File: config.mk
export PLATFORM = sky130hd
export DESIGN_NAME = vga_timing
export DESIGN_NICKNAME = d
export VERILOG_FILES = /design/src/rtl/vga_timing.sv
export SDC_FILE = /design/constraint.sdc
export NUM_CORES = 1
export LEC_CHECK = 0
export CORE_ASPECT_RATIO = 1.25
export CORE_MARGIN = 4
export CORE_UTILIZATION = 50
export CTS_BUF_LIST = sky130_fd_sc_hd__clkbuf_16
export CTS_CLUSTER_DIAMETER = 150
export CTS_CLUSTER_SIZE = 30
export DETAILED_ROUTE_END_ITERATION = 6
export MAX_ROUTING_LAYER = met4
export PLACE_DENSITY_LB_ADDON = 0.08
export SLEW_MARGIN = 20
export SYNTH_ARGS = -nofsm -noshare
export SYNTH_HDL_FRONTEND = slang
export SYNTH_SLANG_ARGS = --single-unit
File: constraint.sdc
create_clock -name clk -period 2.8 [get_ports clk]
set_input_delay 0.56 -clock clk [delete_from_list [all_inputs] [get_ports clk]]
set_output_delay 0.56 -clock clk [all_outputs]
set_load 0.01 [all_outputs]
File: src/rtl/vga_timing.sv
// VGA raster timing generator: column/row counters with registered, zero-skew
// sync, visible and line/frame start strobes, advancing on pixel_en.
module vga_timing #(
  parameter int unsigned H_VISIBLE   = 640,
  parameter int unsigned H_FRONT     = 16,
  parameter int unsigned H_SYNC      = 96,
  parameter int unsigned H_BACK      = 48,
  parameter int unsigned V_VISIBLE   = 480,
  parameter int unsigned V_FRONT     = 10,
  parameter int unsigned V_SYNC      = 2,
  parameter int unsigned V_BACK      = 33,
  parameter bit          SYNC_ACTIVE = 1'b0,
  localparam int unsigned H_WHOLE     = H_VISIBLE + H_FRONT + H_SYNC + H_BACK,
  localparam int unsigned V_WHOLE     = V_VISIBLE + V_FRONT + V_SYNC + V_BACK,
  localparam int unsigned COLUMN_BITS = $clog2(H_WHOLE),
  localparam int unsigned ROW_BITS    = $clog2(V_WHOLE)
) (
  input  logic                   clk,
  input  logic                   reset,
  input  logic                   pixel_en,
  output logic [COLUMN_BITS-1:0] column,
  output logic [ROW_BITS-1:0]    row,
  output logic                   hsync,
  output logic                   vsync,
  output logic                   visible,
  output logic                   line_start,
  output logic                   frame_start
);

  localparam logic [COLUMN_BITS-1:0] COL_LAST = COLUMN_BITS'(H_WHOLE - 1);
  localparam logic [COLUMN_BITS-1:0] COL_VIS  = COLUMN_BITS'(H_VISIBLE);
  localparam logic [COLUMN_BITS-1:0] HS_FIRST = COLUMN_BITS'(H_VISIBLE + H_FRONT);
  localparam logic [COLUMN_BITS-1:0] HS_LAST  = COLUMN_BITS'(H_VISIBLE + H_FRONT + H_SYNC - 1);
  localparam logic [ROW_BITS-1:0]    ROW_LAST = ROW_BITS'(V_WHOLE - 1);
  localparam logic [ROW_BITS-1:0]    ROW_VIS  = ROW_BITS'(V_VISIBLE);
  localparam logic [ROW_BITS-1:0]    VS_FIRST = ROW_BITS'(V_VISIBLE + V_FRONT);
  localparam logic [ROW_BITS-1:0]    VS_LAST  = ROW_BITS'(V_VISIBLE + V_FRONT + V_SYNC - 1);

  logic [COLUMN_BITS-1:0] col_nxt;
  logic [ROW_BITS-1:0]    row_nxt;
  logic                   line_nxt;
  logic                   frame_nxt;
  logic                   vis_nxt;
  logic                   hs_act;
  logic                   vs_act;

  // Next position; sync/visible decode the next position so they land with it.
  always_comb begin
    col_nxt   = column;
    row_nxt   = row;
    line_nxt  = 1'b0;
    frame_nxt = 1'b0;
    if (pixel_en) begin
      if (column == COL_LAST) begin
        col_nxt  = '0;
        line_nxt = 1'b1;
        if (row == ROW_LAST) begin
          row_nxt   = '0;
          frame_nxt = 1'b1;
        end else begin
          row_nxt = row + ROW_BITS'(1);
        end
      end else begin
        col_nxt = column + COLUMN_BITS'(1);
      end
    end
    vis_nxt = (col_nxt < COL_VIS) && (row_nxt < ROW_VIS);
    hs_act  = (col_nxt >= HS_FIRST) && (col_nxt <= HS_LAST);
    vs_act  = (row_nxt >= VS_FIRST) && (row_nxt <= VS_LAST);
  end

  always_ff @(posedge clk) begin
    if (reset) begin
      column      <= '0;
      row         <= '0;
      visible     <= 1'b1;
      hsync       <= ~SYNC_ACTIVE;
      vsync       <= ~SYNC_ACTIVE;
      line_start  <= 1'b0;
      frame_start <= 1'b0;
    end else begin
      column      <= col_nxt;
      row         <= row_nxt;
      visible     <= vis_nxt;
      hsync       <= hs_act ? SYNC_ACTIVE : ~SYNC_ACTIVE;
      vsync       <= vs_act ? SYNC_ACTIVE : ~SYNC_ACTIVE;
      line_start  <= line_nxt;
      frame_start <= frame_nxt;
    end
  end

endmodule

==> metrics.csv, run 1 <==
stage,metric,value,unit
status,status,finished clean,
clock_tree,clock buffer depth,2,
placement,placed instance count,220,
drt,DRC Markers,0,
synthesis,sequential fraction of the synthesis area,37.6,%
synthesis,Synth Register Bits,25,
placement,gp weighted congestion,0.897,
placement,dpl hpwl,2370,um
timing,part of the cycle the worst path needs,85.4,%
clock_tree,Num CTS Buffers,3,
clock_tree,clock root cell,clkbuf_16,
timing,Final Setup Violations,0,
grt,initial antenna violation count,0,
floorplan,die area,0.00356,mm^2
finish,FF+latch area,500,um^2
timing,Final Hold Violating Endpoints,0,
synthesis,Netlist Area Pre-Place,0.00133,mm^2
synthesis,Area contributors post-synth,"dfxtp_1 (38%), nor2_1 (8.2%), nand2_1 (3.9%)",
finish,most frequent cells in the layout,"nor2_1 (29), clkdlybuf4s50_1 (27), dfxtp_1 (25)",
timing,Setup TNS,0,ns
finish,Area growth syn-to-layout,29.3,%
drt,Post-DRT Antenna Nets,0,
placement,Area after DPL,0.00164,mm^2
synthesis,syn avg cell area,8.22,um^2
min_path,hold path depth,3,
critical_path,WP data required,2.94,ns
pwr,VDD IR max,373,uV
critical_path,worst r2r path cells,7,
floorplan,row count,20,
critical_path,crit path from,pixel_en,
clock_tree,CTS tree,done,
drt,detailed router's first-iteration violation count,34,
clock_tree,"CTS clk-pin slew, worst paths",0.06,ns
timing,"Slew Viols, Final",0,
placement,IO Port Bufs,27,
grt,GR Overflow Total,0,
min_path,worst hold path class,flip-flop to flip-flop,
min_path,hold path start,column[1],
critical_path,Worst R2R Setup Slack,0.49,ns
floorplan,Die Y-Extent,65.7,um
floorplan,Die W,54.2,um
drt,Total Routed Length,3150,um
clock_tree,Hold Buf Count CTS,0,
finish,layout cells sized above 1,8.90,%
critical_path,Worst Path Max Fanout,10,
timing,crit path time final,2.39,ns
critical_path,crit path DAT,2.53,ns
grt,largest net degree at the start of global routing,15,
drt,routed vias,1292,
synthesis,yosys warns,0,
critical_path,r2r endpoint,vsync,
clock_tree,clk sink count,25,
pwr,Power Dens Cells,410,mW/mm^2
drt,WL/cell,14.1,um
floorplan,Initial Util,53.2,%
clock_tree,H-tree levels,1,
clock_tree,"Clk Latency, worst-skew pair",0.25,ns
synthesis,number of enable flip-flop cells after synthesis,0,
timing,Slew Limit Headroom,70.4,%
synthesis,top_reg_cell synth,dfxtp_1,
grt,first-pass GRT wire length,5180,um
flow_run,max cap viols,0,
grt,gr usage total,19.6,%
drt,1st-pass router iterations,4,
finish,Final Cell Area,0.00172,mm^2
clock_tree,post-CTS sizing,0,
timing,Final WS setup,0.409,ns
timing,skew final,0.00147,ns
finish,"commonest non-fill, non-tap cell in the layout",nor2_1,
critical_path,crit end category,flip-flop,
finish,final non-filler cell total,224,
floorplan,core area,0.00250,mm^2
critical_path,"Worst Path Class, Setup",input pin to flip-flop,
drt,average via count per standard cell,5.77,
finish,n_diodes,0,
min_path,Min-Delay Endpoint,hsync,
synthesis,ys async rst share,0,%
critical_path,crit path launch type,input pin,
synthesis,Synth top area share,37.6,%
timing,RSZ-0062 raised after global routing,no,
pwr,P_leak,0.583,nW
grt,vias in the first global route,1197,
finish,nets@finish,198,
finish,Filler cells,223,
timing,Least-Margin Pin Slew,0.441,ns
placement,pre-CTS setup slack,0.171,ns
synthesis,Mapped Cells,162,
critical_path,worst r2r src,column[0],
synthesis,synth unique cells,43,
synthesis,Synth Net Count,168,
synthesis,cell taking the most area after synthesis,dfxtp_1,
clock_tree,post-CTS setup repair buffer count,0,
finish,area of the multi-input gates,785,um^2
floorplan,I/O pins,28,
timing,achievable clock frequency,418,MHz
## worst max-delay path, cell delays in order
cell	delay, ns
clkdlybuf4s50_1	0.49
nand3_2	0.16
or4_4	0.64
nor3_1	0.29
a31oi_1	0.07
o21ai_0	0.20
nand3_1	0.10
## cells in the mapped netlist, types with 2 or more instances
cell type,n
o21ai_0,7
and3_1,3
xnor2_1,6
nand2b_1,4
a21oi_1,5
or4_1,2
inv_1,2
a211oi_1,2
nor4_1,4
nor2_1,29
mux2i_1,2
nand4_1,4
dfxtp_1,25
clkbuf_1,4
a31oi_1,3
ha_1,3
nor3_1,5
nand2_1,14
nand3_1,10
xor2_1,5
## state kept, by name, indices dropped and copies added, names as in the netlist
name,count
frame_start,1
column,10
vsync,1
row,10
line_start,1
visible,1
hsync,1
## layout make-up
| cell class | instances | area share (%) |
|---|---|---|
| flip-flops and latches | 25 | 29.1 |
| multi-input cells | 128 | 45.6 |
| inverters | 2 | 0.436 |
| well taps | 33 | 2.40 |
| clock inverters | 1 | 0.291 |
| repair buffers | 32 | 17.9 |
| clock buffers | 3 | 4.36 |
## cells by family (layout without fill, tap and decap cells)
kind of cell               Yosys count  in the layout  share of synthesized area, %
and+or+nand+nor                     85             85                          33.9
AOI/OAI and AO/OA                   26             26                          12.6
DFF                                 25             25                          37.6
xor gates and xnor gates            11             11                          7.24
buffers and inverters                9             38                          3.48
adders and majority gates            3              3                          2.82
muxes                                3              3                          2.35
## worst max path at each step
stage,to
after CTS,vsync
final,vsync
after global placement,visible
after detailed placement,vsync
after floorplan,vsync
after global routing,visible
## through the flow
| step | hold WS (ns) | utilization, % | power, mW |
|---|---|---|---|
| 4_1_cts | 0.583 | 68.8 | 0.710 |
| 3_5_place_dp | 0.560 | 65.6 | 0.401 |
| 2_1_floorplan | 0.548 | - | 0.387 |
| 6_report | 0.577 | 68.8 | 0.706 |
| 3_3_place_gp | 0.559 | 65.6 | 0.401 |
| 5_1_grt | 0.615 | 68.8 | 0.733 |
## power by group
group	switching (mW)	leakage, nW	internal [mW]	total [mW]
Combinational	0.0148	0.340	0.0148	0.0296
Sequential	0.00466	0.202	0.359	0.363
Clock	0.121	0.0409	0.192	0.313
Total	0.140	0.583	0.566	0.706
## routing by layer
metal,global-route usage [%],up-vias,wire length [um]
met2,34.3,34,1670
met5,-,-,0
met3,2.04,6,99
li1,-,640,-
met4,7.17,0,38
met1,22.2,612,1340
Note: power is estimated with default switching activity, not from simulation.
==> run 2, diff against run 1 <==
--- a/config.mk
+++ b/config.mk
@@ -7,7 +7,7 @@
 export LEC_CHECK = 0
 export CORE_ASPECT_RATIO = 1.25
 export CORE_MARGIN = 4
-export CORE_UTILIZATION = 50
+export CORE_UTILIZATION = 54
 export CTS_BUF_LIST = sky130_fd_sc_hd__clkbuf_16
 export CTS_CLUSTER_DIAMETER = 150
 export CTS_CLUSTER_SIZE = 30
==> constraint.sdc (replaced) <==
create_clock -name clk -period 2.9 [get_ports clk]
set_input_delay 0.58 -clock clk [delete_from_list [all_inputs] [get_ports clk]]
set_output_delay 0.58 -clock clk [all_outputs]
set_load 0.01 [all_outputs]
==> run 2 against run 1 <==
  * Flip-flop and latch count is the same
  * Core utilization rose by 6.3 points
  * Non-clock buffer count decreased by 1
  * Sequential power shrank 3%
  * Routed wire length down 4.7%
  * Highest routed layer unchanged
  * Global-route usage up 1.4 points
  * Critical endpoint unchanged
==> metrics.csv, run 2 (synthesis results as in run 1) <==
stage,metric,value,unit,change
pwr,total chip power,0.685,mW,-3.0%
drt,Post-DRT Antenna Nets,0,,unchanged
drt,routed vias,1272,,-1.5%
critical_path,Critical-path top delay cell,or4_4,,
status,status,finished clean,,
drt,DRC Markers,0,,unchanged
finish,n_diodes,0,,unchanged
clock_tree,post-CTS sizing,0,,unchanged
grt,vias in the first global route,1234,,+3.1%
finish,most frequent cells in the layout,"nor2_1 (29), clkdlybuf4s50_1 (27), dfxtp_1 (25)",,
timing,Least-Margin Pin Slew,0.616,ns,+0.175 ns
finish,biggest regs,"column (10), row (10)",,
clock_tree,clock root cell,clkbuf_16,,
grt,first-pass GRT wire length,5350,um,+3.3%
floorplan,Die Y-Extent,63.5,um,-3.3%
drt,1st-pass router iterations,4,,unchanged
grt,GR Overflow Total,0,,unchanged
timing,Final Hold Violating Endpoints,0,,unchanged
timing,crit path time final,2.37,ns,
floorplan,core area,0.00228,mm^2,-8.8%
finish,layout cells sized above 1,8.42,%,-0.48 points
floorplan,I/O pins,28,,unchanged
timing,Setup TNS,0,ns,unchanged
timing,Slew Limit Headroom,58.8,%,-12 points
placement,IO Port Bufs,27,,unchanged
critical_path,"Worst Path Class, Setup",input pin to flip-flop,,
grt,initial antenna violation count,0,,unchanged
clock_tree,Num CTS Buffers,3,,unchanged
clock_tree,post-CTS setup repair buffer count,0,,unchanged
drt,WL/cell,13.6,um,-3.4%
pwr,P_leak,0.574,nW,-1.5%
placement,pre-CTS setup slack,0.268,ns,+0.0972 ns
critical_path,crit path launch type,input pin,,
finish,final non-filler cell total,221,,-1.3%
critical_path,crit path DAT,2.51,ns,-0.02 ns
grt,largest net degree at the start of global routing,18,,+3
critical_path,WP data required,3.04,ns,+0.10 ns
drt,Total Routed Length,3000,um,-4.7%
timing,RSZ-0062 raised after global routing,no,,
floorplan,row count,19,,-5.0%
floorplan,die area,0.00333,mm^2,-6.4%
critical_path,Worst Path Max Fanout,10,,unchanged
min_path,worst hold path class,flip-flop to flip-flop,,
critical_path,Crit path max-delay family,simple AND/OR/NAND/NOR gates,,
placement,gp weighted congestion,0.857,,-4.5%
critical_path,CP max stage delay,0.63,ns,about the same
clock_tree,CTS tree,done,,
flow_run,max cap viols,0,,unchanged
clock_tree,"CTS clk-pin slew, worst paths",0.06,ns,about the same
clock_tree,clock buffer depth,2,,unchanged
clock_tree,"Clk Latency, worst-skew pair",0.26,ns,about the same
finish,nets@finish,197,,-0.51%
placement,dpl hpwl,2250,um,-4.9%
timing,part of the cycle the worst path needs,81.6,%,
clock_tree,clk sink count,25,,unchanged
clock_tree,Hold Buf Count CTS,0,,unchanged
timing,Final Setup Violations,0,,unchanged
placement,placed instance count,217,,-1.4%
critical_path,crit end category,flip-flop,,
clock_tree,H-tree levels,1,,unchanged
critical_path,crit-path cells,clkdlybuf4s50_1 -> nand3_2 -> or4_4 -> nor2_4 -> xnor2_1 -> nor4b_2 -> nand3_1,,
floorplan,Die W,52.4,um,-3.2%
finish,"commonest non-fill, non-tap cell in the layout",nor2_1,,
timing,achievable clock frequency,423,MHz,
timing,hold_ws,0.570,ns,-0.00706 ns
timing,"Slew Viols, Final",0,,unchanged
critical_path,CP bufs+invs,1,,unchanged
drt,average via count per standard cell,5.76,,-0.21%
pwr,VDD IR max,374,uV,about the same
floorplan,Initial Util,58.3,%,+5.1 points
timing,skew final,0.00243,ns,+0.000960 ns
pwr,Power Dens Cells,399,mW/mm^2,-2.6%
finish,Area growth syn-to-layout,28.8,%,
grt,gr usage total,21.0,%,+1.4 points
timing,Final WS setup,0.535,ns,+0.126 ns
drt,detailed router's first-iteration violation count,33,,-2.9%
==> run 2: changes by cell type in the layout (fill, tap and decap cells not counted), sizes merged <==
cell      previous run  this run
clkinvlp             0         1
buf                  5         4
clkinv               1         0
==> run 2: final timing paths <==
kind	slack, ns	from	depth (start not counted)	endpoint
worst max-delay path	0.53	pixel_en	7	vsync
worst min-delay path	0.57	column[1]	3	hsync
worst max register to register	0.61	column[0]	7	vsync
worst min register to register	0.57	column[1]	3	hsync
==> run 2: layout make-up <==
class	count	area, um^2
Sequential cell	25	500
Clock inverter	1	7.51
Timing Repair Buffer	31	300
Clock buffer	3	75.1
Inverter	2	7.51
Multi-Input combinational cell	128	785
Fill cell	191	568
Tap cell	31	38.8
==> run 2: metal layers <==
metal	vias to the layer above	GRT usage, %	routed length, um
met2	40	36.6	1610
li1	629	-	-
met1	596	23.8	1190
met3	7	2.12	133
met5	-	-	0
met4	0	8.31	68
==> run 2: per-stage QoR <==
| step | cell area [um^2] | utilization [%] |
|---|---|---|
| after global routing | 1710 | 75.1 |
| after global placement | 1630 | 71.5 |
| after floorplan | 1330 | - |
| final | 1710 | 75.1 |
| after detailed placement | 1630 | 71.5 |
| after CTS | 1710 | 75.1 |
==> run 2: worst register-to-register path: stages, from the launching register on <==
cell	delay, ns
dfxtp_1	0.42
ha_1	0.32
nand2_1	0.15
or4_4	0.64
nor2_4	0.13
xnor2_1	0.11
nor4b_2	0.30
nand3_1	0.10
==> run 2: report_power, final <==
part	total [mW]	switching, mW	internal, mW
logic	0.0272	0.0138	0.0134
registers	0.351	0.00450	0.346
clock network	0.307	0.120	0.187
total	0.685	0.138	0.547
==> run 3, diff against run 2 <==
--- a/config.mk
+++ b/config.mk
@@ -7,7 +7,7 @@
 export LEC_CHECK = 0
 export CORE_ASPECT_RATIO = 1.25
 export CORE_MARGIN = 4
-export CORE_UTILIZATION = 54
+export CORE_UTILIZATION = 45
 export CTS_BUF_LIST = sky130_fd_sc_hd__clkbuf_16
 export CTS_CLUSTER_DIAMETER = 150
 export CTS_CLUSTER_SIZE = 30
==> constraint.sdc (replaced) <==
create_clock -name clk -period 2.15 [get_ports clk]
set_input_delay 0.43 -clock clk [delete_from_list [all_inputs] [get_ports clk]]
set_output_delay 0.43 -clock clk [all_outputs]
set_load 0.01 [all_outputs]
==> run 3 against run 2 <==
  * Non-clock buffer count is 23 higher
  * Flip-flop and latch count did not move
  * Combinational power increased by 87%
  * Critical path depth decreased by 1
  * Global-route usage down 0.70 points
  * Count of clock-buffer cells in the layout unchanged
  * First-iteration DRC count is 30% higher
  * Final cell count increased by 12%
  * Clock power rose by 29%
  * Hold slack better by 0.015 ns
  * Largest cell class unchanged
==> metrics.csv, run 3 (synthesis results as in run 1) <==
stage,metric,value,unit,change
clock_tree,CTS tree,done,,
pwr,Int Pwr,0.741,mW,+36%
pwr,Clk network pwr share,43.1,%,-1.7 points
critical_path,crit path DAT,2.15,ns,-0.36 ns
pwr,combinational power share,5.6,%,+1.6 points
critical_path,"Worst Path Class, Setup",flip-flop to flip-flop,,
timing,Slew Limit Headroom,72.1,%,+13 points
pwr,P_leak,0.722,nW,+26%
grt,largest net degree at the start of global routing,14,,-4
floorplan,Die Y-Extent,68.8,um,+8.3%
drt,detailed router's first-iteration violation count,43,,+30%
critical_path,WP data required,2.27,ns,-0.77 ns
finish,"commonest non-fill, non-tap cell in the layout",nor2_1,,
critical_path,Crit path max-delay family,simple AND/OR/NAND/NOR gates,,
finish,post-layout util,70.2,%,-5.0 points
critical_path,crit end category,flip-flop,,
floorplan,row count,21,,+2
finish,most frequent cells in the layout,"nor2_1 (28), buf_4 (27), clkdlybuf4s50_1 (26)",,
flow_run,max cap viols,0,,unchanged
timing,Least-Margin Pin Slew,0.417,ns,-0.199 ns
pwr,sequential share of power,51.3,%,about the same
timing,achievable clock frequency,492,MHz,
finish,biggest regs,"column (10), row (10)",,
pwr,NetSw,0.175,mW,+27%
drt,routed vias,1392,,+9.4%
clock_tree,Hold Buf Count CTS,0,,unchanged
timing,Final Hold Violating Endpoints,0,,unchanged
drt,1st-pass router iterations,4,,unchanged
floorplan,core area,0.00276,mm^2,+21%
drt,Total Routed Length,3700,um,+23%
status,status,finished clean,,
critical_path,CP bufs+invs,0,,-1
min_path,worst hold path class,flip-flop to flip-flop,,
floorplan,Die W,56.7,um,+8.1%
pwr,switching portion of total power,19.1,%,-1.0 points
timing,"Slew Viols, Final",0,,unchanged
drt,average via count per standard cell,5.64,,-2.1%
grt,initial antenna violation count,0,,unchanged
finish,nets@finish,220,,+12%
pwr,Power Dens Cells,473,mW/mm^2,+18%
clock_tree,clk sink count,25,,unchanged
finish,Area growth syn-to-layout,45.4,%,
critical_path,crit path from,column[6],,
drt,DRC Markers,0,,unchanged
clock_tree,Num CTS Buffers,3,,unchanged
grt,vias in the first global route,1415,,+15%
timing,skew final,0.00378,ns,+0.00135 ns
placement,gp weighted congestion,0.820,,-4.3%
timing,part of the cycle the worst path needs,94.5,%,
clock_tree,"CTS clk-pin slew, worst paths",0.06,ns,about the same
clock_tree,H-tree levels,1,,unchanged
critical_path,crit-path cells,or2_4 -> nor4_4 -> nand2_1 -> o31a_2 -> nor4b_4 -> nand3_1,,
floorplan,Initial Util,48.3,%,-10 points
floorplan,I/O pins,28,,unchanged
pwr,VDD IR max,517,uV,+38%
critical_path,CP max stage delay,0.38,ns,-0.25 ns
min_path,hold path start,column[3],,
grt,GR Overflow Total,0,,unchanged
critical_path,Worst Path Max Fanout,6,,-4
clock_tree,clock buffer depth,2,,unchanged
placement,dpl hpwl,2770,um,+23%
finish,layout cells sized above 1,21.6,%,+13 points
finish,n_diodes,0,,unchanged
clock_tree,"Clk Latency, worst-skew pair",0.25,ns,about the same
critical_path,Critical-path top delay cell,o31a_2,,
timing,crit path time final,2.03,ns,
grt,gr usage total,20.3,%,-0.70 points
floorplan,die area,0.00390,mm^2,+17%
grt,first-pass GRT wire length,6070,um,+14%
critical_path,worst r2r src,column[6],,
timing,Final Setup Violations,0,,unchanged
drt,WL/cell,15.0,um,+10%
timing,hold_ws,0.585,ns,+0.0145 ns
placement,IO Port Bufs,27,,unchanged
critical_path,crit path launch type,flip-flop,,
clock_tree,clock root cell,clkbuf_16,,
drt,Post-DRT Antenna Nets,0,,unchanged
==> run 3: layer usage <==
layer	track usage [%]	part of all wire, %
met5	-	0
met1	19.6	39
met2	38.6	54
met3	3.72	3.5
met4	11.0	3.0
==> run 3: worst paths after layout <==
kind	end	cells past startpoint	slack, ns
max	vsync	6	0.12
min	column[3]	2	0.58
max reg2reg	vsync	6	0.12
min reg2reg	column[3]	2	0.58
==> run 3: cell type report <==
type                       count  area, um^2
clock inverter                 1        3.75
sequential                    25         502
clock buffer                   3        75.1
multi-input combinational    128         830
timing repair buffer          54         475
tap                           34        42.5
fill                         232         823
inverter                       2        7.51
==> run 3: tightest hold or removal path, stage by stage (launching register included) <==
cell	delay, ns
dfxtp_1	0.39
xor2_1	0.09
nor2_1	0.07
==> run 3: power groups by stage <==
stage | sequential [mW] | clock [mW] | combinational (mW)
2_1_floorplan | 0.485 | 0 | 0.0199
3_3_place_gp | 0.480 | 0 | 0.0493
3_5_place_dp | 0.481 | 0 | 0.0513
4_1_cts | 0.470 | 0.405 | 0.0517
5_1_grt | 0.470 | 0.427 | 0.0569
6_report | 0.470 | 0.395 | 0.0509
==> run 3: what timing repair did <==
action	in CTS	in global routing
endpoints found under the setup margin	1	3
buffers inserted	0	2
resized for setup	0	9
pin swaps	1	9
==> run 3: per-stage QoR <==
step	power (mW)	cell area (um^2)	std cells	setup TNS (ns)	setup slack (ns)
after floorplan	0.505	1340	162	0	0.00337
after global placement	0.530	1800	241	-1.19	-0.217
after detailed placement	0.532	1800	241	-1.60	-0.279
after CTS	0.927	1880	245	0	0.0160
after global routing	0.955	1940	247	-0.0187	-0.0187
final	0.916	1940	247	0	0.118
